--- src/rtl/fifo_arb_pkg.sv ---
// Shared definitions for the FIFO write-port arbiter.
//   arb_state_e : arbiter FSM states (idle / burst in progress)
//   STAT_W      : width of the optional per-requester word counters
package fifo_arb_pkg;

    typedef enum logic {
        ARB_IDLE  = 1'b0,
        ARB_BURST = 1'b1
    } arb_state_e;

    localparam int STAT_W = 16;

endpackage

--- src/rtl/fifo_wr_arbiter_rr_pick.sv ---
// Combinational round-robin search. Starting just after 'last', the first
// set bit of 'req' (wrapping modulo N) is returned as 'winner'.
//   req    [N]   : request vector
//   last   [IDW] : index granted most recently
//   winner [IDW] : selected index (0 when nothing is requested)
//   any    [1]   : at least one request is set
module rr_pick #(
    parameter int N   = 4,
    parameter int IDW = (N > 1) ? $clog2(N) : 1
) (
    input  logic [N-1:0]   req,
    input  logic [IDW-1:0] last,
    output logic [IDW-1:0] winner,
    output logic           any
);

    int idx;

    always_comb begin
        winner = '0;
        any    = 1'b0;
        idx    = 0;
        // k runs 1..N so 'last' itself is the lowest-priority candidate
        for (int k = 1; k <= N; k++) begin
            idx = (int'(last) + k) % N;
            if (!any && req[idx[IDW-1:0]]) begin
                any    = 1'b1;
                winner = idx[IDW-1:0];
            end
        end
    end

endmodule

--- src/rtl/fifo_wr_arbiter.sv ---
// Round-robin arbiter sharing one async_fifo write port among NUM_REQ
// producers. A grant lasts up to MAX_BURST words, ends early when the owner
// goes idle, and never writes while wr_full is high.
//   clk, rst_n        : FIFO write clock, async active-low reset
//   req_valid/ready   : per-requester handshake (NUM_REQ)
//   req_data          : requester i at [i*DATA_WIDTH +: DATA_WIDTH]
//   wr_en/wr_data     : FIFO write port; wr_full : FIFO full flag
//   grant_valid/id    : registered grant status (id = current/last owner)
// Optional build macro FIFO_ARB_STATS_EN adds stat_sel/stat_clr/stat_count:
// saturating 16-bit accepted-word counters, one per requester.
module fifo_wr_arbiter
    import fifo_arb_pkg::*;
#(
    parameter int NUM_REQ    = 4,
    parameter int DATA_WIDTH = 8,
    parameter int MAX_BURST  = 4,
    parameter int ID_BITS    = $clog2(NUM_REQ)
) (
    input  logic                          clk,
    input  logic                          rst_n,
    input  logic [NUM_REQ-1:0]            req_valid,
    input  logic [NUM_REQ*DATA_WIDTH-1:0] req_data,
    output logic [NUM_REQ-1:0]            req_ready,
    output logic                          wr_en,
    output logic [DATA_WIDTH-1:0]         wr_data,
    input  logic                          wr_full,
`ifdef FIFO_ARB_STATS_EN
    input  logic [ID_BITS-1:0]            stat_sel,
    input  logic                          stat_clr,
    output logic [STAT_W-1:0]             stat_count,
`endif
    output logic                          grant_valid,
    output logic [ID_BITS-1:0]            grant_id
);

    localparam int CNT_W = $clog2(MAX_BURST + 1);

    arb_state_e         state, state_nxt;
    logic [ID_BITS-1:0] owner, owner_nxt;
    logic [ID_BITS-1:0] last_owner, last_nxt;
    logic [CNT_W-1:0]   burst_cnt, cnt_nxt;
    logic [ID_BITS-1:0] pick_id;
    logic               pick_any;
    logic               owner_valid;
    logic               xfer;

    rr_pick #(.N(NUM_REQ), .IDW(ID_BITS)) u_pick (
        .req    (req_valid),
        .last   (last_owner),
        .winner (pick_id),
        .any    (pick_any)
    );

    assign owner_valid = req_valid[owner];
    assign xfer        = (state == ARB_BURST) && owner_valid && !wr_full;

    // State register; grant status is registered from the next-state values
    // so it lines up with the state it describes.
    always_ff @(posedge clk or negedge rst_n) begin
        if (!rst_n) begin
            state       <= ARB_IDLE;
            owner       <= '0;
            last_owner  <= ID_BITS'(NUM_REQ - 1);
            burst_cnt   <= '0;
            grant_valid <= 1'b0;
            grant_id    <= '0;
        end else begin
            state       <= state_nxt;
            owner       <= owner_nxt;
            last_owner  <= last_nxt;
            burst_cnt   <= cnt_nxt;
            grant_valid <= (state_nxt == ARB_BURST);
            grant_id    <= owner_nxt;
        end
    end

    // Next-state logic
    always_comb begin
        state_nxt = state;
        owner_nxt = owner;
        last_nxt  = last_owner;
        cnt_nxt   = burst_cnt;
        case (state)
            ARB_IDLE: begin
                if (pick_any) begin
                    owner_nxt = pick_id;
                    cnt_nxt   = '0;
                    state_nxt = ARB_BURST;
                end
            end
            ARB_BURST: begin
                if (xfer) begin
                    cnt_nxt = burst_cnt + 1'b1;
                    if (cnt_nxt == CNT_W'(MAX_BURST)) begin
                        state_nxt = ARB_IDLE;
                        last_nxt  = owner;
                    end
                end else if (!wr_full && !owner_valid) begin
                    // owner went idle; a drop while full does not end the grant
                    state_nxt = ARB_IDLE;
                    last_nxt  = owner;
                end
            end
            default: state_nxt = ARB_IDLE;
        endcase
    end

    // Outputs: ready depends only on state and wr_full, never on req_valid
    always_comb begin
        req_ready = '0;
        wr_en     = 1'b0;
        wr_data   = '0;
        if (state == ARB_BURST) begin
            req_ready[owner] = !wr_full;
            wr_en            = owner_valid && !wr_full;
            wr_data          = req_data[owner*DATA_WIDTH +: DATA_WIDTH];
        end
    end

`ifdef FIFO_ARB_STATS_EN
    logic [NUM_REQ-1:0][STAT_W-1:0] stat_cnt;

    always_ff @(posedge clk or negedge rst_n) begin
        if (!rst_n) begin
            stat_cnt <= '0;
        end else if (stat_clr) begin
            stat_cnt <= '0;
        end else if (xfer && (stat_cnt[owner] != '1)) begin
            stat_cnt[owner] <= stat_cnt[owner] + 1'b1;
        end
    end

    assign stat_count = stat_cnt[stat_sel];
`endif

endmodule

--- config.mk ---
export PLATFORM = sky130hd
export DESIGN_NAME = fifo_wr_arbiter
export DESIGN_NICKNAME = d
export VERILOG_FILES = /design/src/rtl/fifo_arb_pkg.sv /design/src/rtl/fifo_wr_arbiter_rr_pick.sv /design/src/rtl/fifo_wr_arbiter.sv
export SDC_FILE = /design/constraint.sdc
export NUM_CORES = 1
export LEC_CHECK = 0
export ABC_AREA = 1
export BUFFER_PORTS_ARGS = -buffer_cell sky130_fd_sc_hd__buf_4
export CORE_MARGIN = 2
export CORE_UTILIZATION = 46
export DETAILED_ROUTE_END_ITERATION = 16
export PLACE_DENSITY = 0.84
export SYNTH_ARGS = -nofsm -noshare
export SYNTH_HDL_FRONTEND = slang
export SYNTH_SLANG_ARGS = --single-unit
--- constraint.sdc ---
create_clock -name clk -period 3.6 [get_ports clk]
set_clock_uncertainty 0.2 [all_clocks]
set_input_delay 0.36 -clock clk [delete_from_list [all_inputs] [get_ports clk]]
set_output_delay 0.36 -clock clk [all_outputs]
set_load 0.01 [all_outputs]
==> run metrics <==
number of synthesized register bits 8; Core Util, Final 0.7116; Final GP Congestion just over 0.8; CTS clk-pin slew, worst paths about 60 ps; post-synthesis area per instance 6.231 um^2; fmax ~450 MHz; Sink Count 8; number of H-tree levels 1; Critical Path RT between 3000 and 4000 ps; max cap viols 0; first-pass GRT wire length 4.719 mm; met3 WL post-DR 316 um; startpoint types flop; routed length per instance 11.85 um; post-synth net total around 190; clk root buf clkbuf_4; Starting Density 0.4798; critical-path maximum fanout 10; area of the die approximately 2400 um^2; vias in the first global route ~1,000; status finished clean; power per cell area 745.8 nW/um^2; leading post-synthesis cells by cell area nand2_1, dfrtp_1, a22oi_1; drt via density 5.035; critical path type reg -> out; Critical Path AT between 1500 and 2000 ps; final worst-path cycle share 0.6217; Critical path origin state$_DFF_PN0_; P_leak around 0.74 nW; top-area cell type share of the netlist area 0.2605; Sum Neg Setup Slack 0 ps; Yosys warning total 0; core area around 1900 um^2; cells after synthesis roughly 150; type of the most critical hold path in -> async; max-slew violation count 0; Post-synth EDFFs 0; TritonCTS clock tree done; wl on met1 between 1 and 1.5 mm; # rows 16; Crit. End Element output pin; Hold Fails Final Rpt 0; r2r setup slk roughly 1700 ps; Top FF cell, synth dfrtp_1; final WL 2.738 mm; DP Wirelength approximately 2.2 mm; sequential share of the synthesized area 0.2198; Cell Area, Synth 922.1 um^2; RR Startpoint last_owner[0]$_DFFE_PN1P_; Synth cell types 26; post-CTS setup buffers 0; nets@finish approximately 250; Tmin final between 2000 and 2500 ps; Antenna Violating Nets Remaining 0; Synth area leader nand2_1; final setup fails 0; Ports 55; RSZ-0062 raised after global routing false; PortBufs 54; area added between synthesis and finish 48.30%; 1st-pass router iterations 4; DRC 0; GR Overflow Total 0; Tightest Pin Transition about 390 ps; share of cells above drive strength 1 0.3971; antenna violations before repair 0; Max rail drop VDD 0.5019 mV; uppermost layer routed met4; Relative slew margins 0.7417; Chip Height 48.78 um; initial detailed-routing violation count 25; Ant. Diodes 0; largest net degree at the start of global routing 11; Synth async-reset ratio 1.000; vias roughly 1,200; Die X 48.78 um; total CTS buffers 3; clk_lat worst skew 260 ps; GRT Util Overall 0.2480; WL met2 1.268 mm; Max Root-Sink Buffers 2
## power by group
group	leakage (nW)	internal [mW]	switching (mW)
Clock	0.0150	0.0424	0.0308
Combinational	0.628	0.317	0.433
Sequential	0.0963	0.135	0.0623
## state kept, by name (all words and copies together) (netlist names)
name        count
burst_cnt       3
last_owner      2
owner           2
state           1
## final timing paths
kind                                              to  cells past startpoint
setup / recovery                        req_ready[1]                      5
hold / removal              burst_cnt[1]$_DFFE_PN0P_                      2
setup reg to reg                owner[0]$_DFFE_PN0P_                     11
hold reg to reg             burst_cnt[2]$_DFFE_PN0P_                      2
max in group asynchronous  last_owner[0]$_DFFE_PN1P_                      2
min in group clk           last_owner[0]$_DFFE_PN1P_                      4
## cell families (layout without fill, tap and decap cells)
logic type | after synthesis | after routing | share of synthesized area
AND/OR/NAND/NOR | 95 | 95 | 0.4776
buffers and inverters | 22 | 78 | 0.1126
AO/OA/AOI/OAI | 21 | 21 | 0.1628
flip-flops | 8 | 8 | 0.2198
adder cells (fa/ha/maj) | 2 | 2 | 0.02713
## synthesized netlist by cell type, types with 3 or more instances
library cell  instances
nand3_1               7
a31oi_1               9
nor2_1                4
nand2_1              64
inv_2                 6
inv_1                11
nor3_1                3
nor2_2                3
dfrtp_1               6
a22oi_1               8
nand2_2               7
## layer usage
metal	vias up	global-route usage
met5	-	0
met1	498	0.3262
li1	593	-
met3	2	0.06748
met2	70	0.4132
met4	0	0.04286
## per-stage QoR
stage	total power [mW]	cells	hold WS, ps	area [um^2]	setup WS, ps
after detailed placement	0.9479	226	-18.46	1331	1597
after global routing	1.128	231	255.0	1368	1222
after global placement	0.9289	226	-20.60	1331	1685
final	1.020	231	237.7	1368	1362
after CTS	1.027	231	232.2	1368	1312
after floorplan	0.7015	148	-135.6	922.1	1818
## cells in the final DEF (no fill, tap or decap), types with 2 or more instances in the layout
cell	netlist	routed
or2_0	2	2
o21ai_0	2	2
clkbuf_4	0	3
a31oi_1	9	9
inv_2	6	6
dfstp_2	2	2
nor3_1	3	3
nand2_1	64	64
dfrtp_1	6	6
buf_4	1	54
nand2_2	7	7
nor2_2	3	3
nand3_1	7	7
inv_1	11	11
a22oi_1	8	8
ha_1	2	2
nor2_1	4	4
## worst max-delay path, cell delays in order (launching register included)
cell and delay, ps:
dfrtp_1 380, clkinv_1 340, nor2_8 230, inv_1 100
nor3_1 200, buf_4 170
## final cells by class
cell class / count / area, um^2
Multi-Input combinational cell: 118 / 615.6
Tap cell: 27 / 33.78
Fill cell: 184 / 554.3
Sequential cell: 8 / 202.7
Timing Repair Buffer: 55 / 415.4
Clock buffer: 4 / 26.28
Inverter: 19 / 73.82
## repair_timing
item | CTS | global route
setup endpoints to repair | 0 | 0
hold buffers | 1 | 0
hold endpoints to repair | 8 | 0
resized for setup | 0 | 0
(Power assumes the default switching activity.)
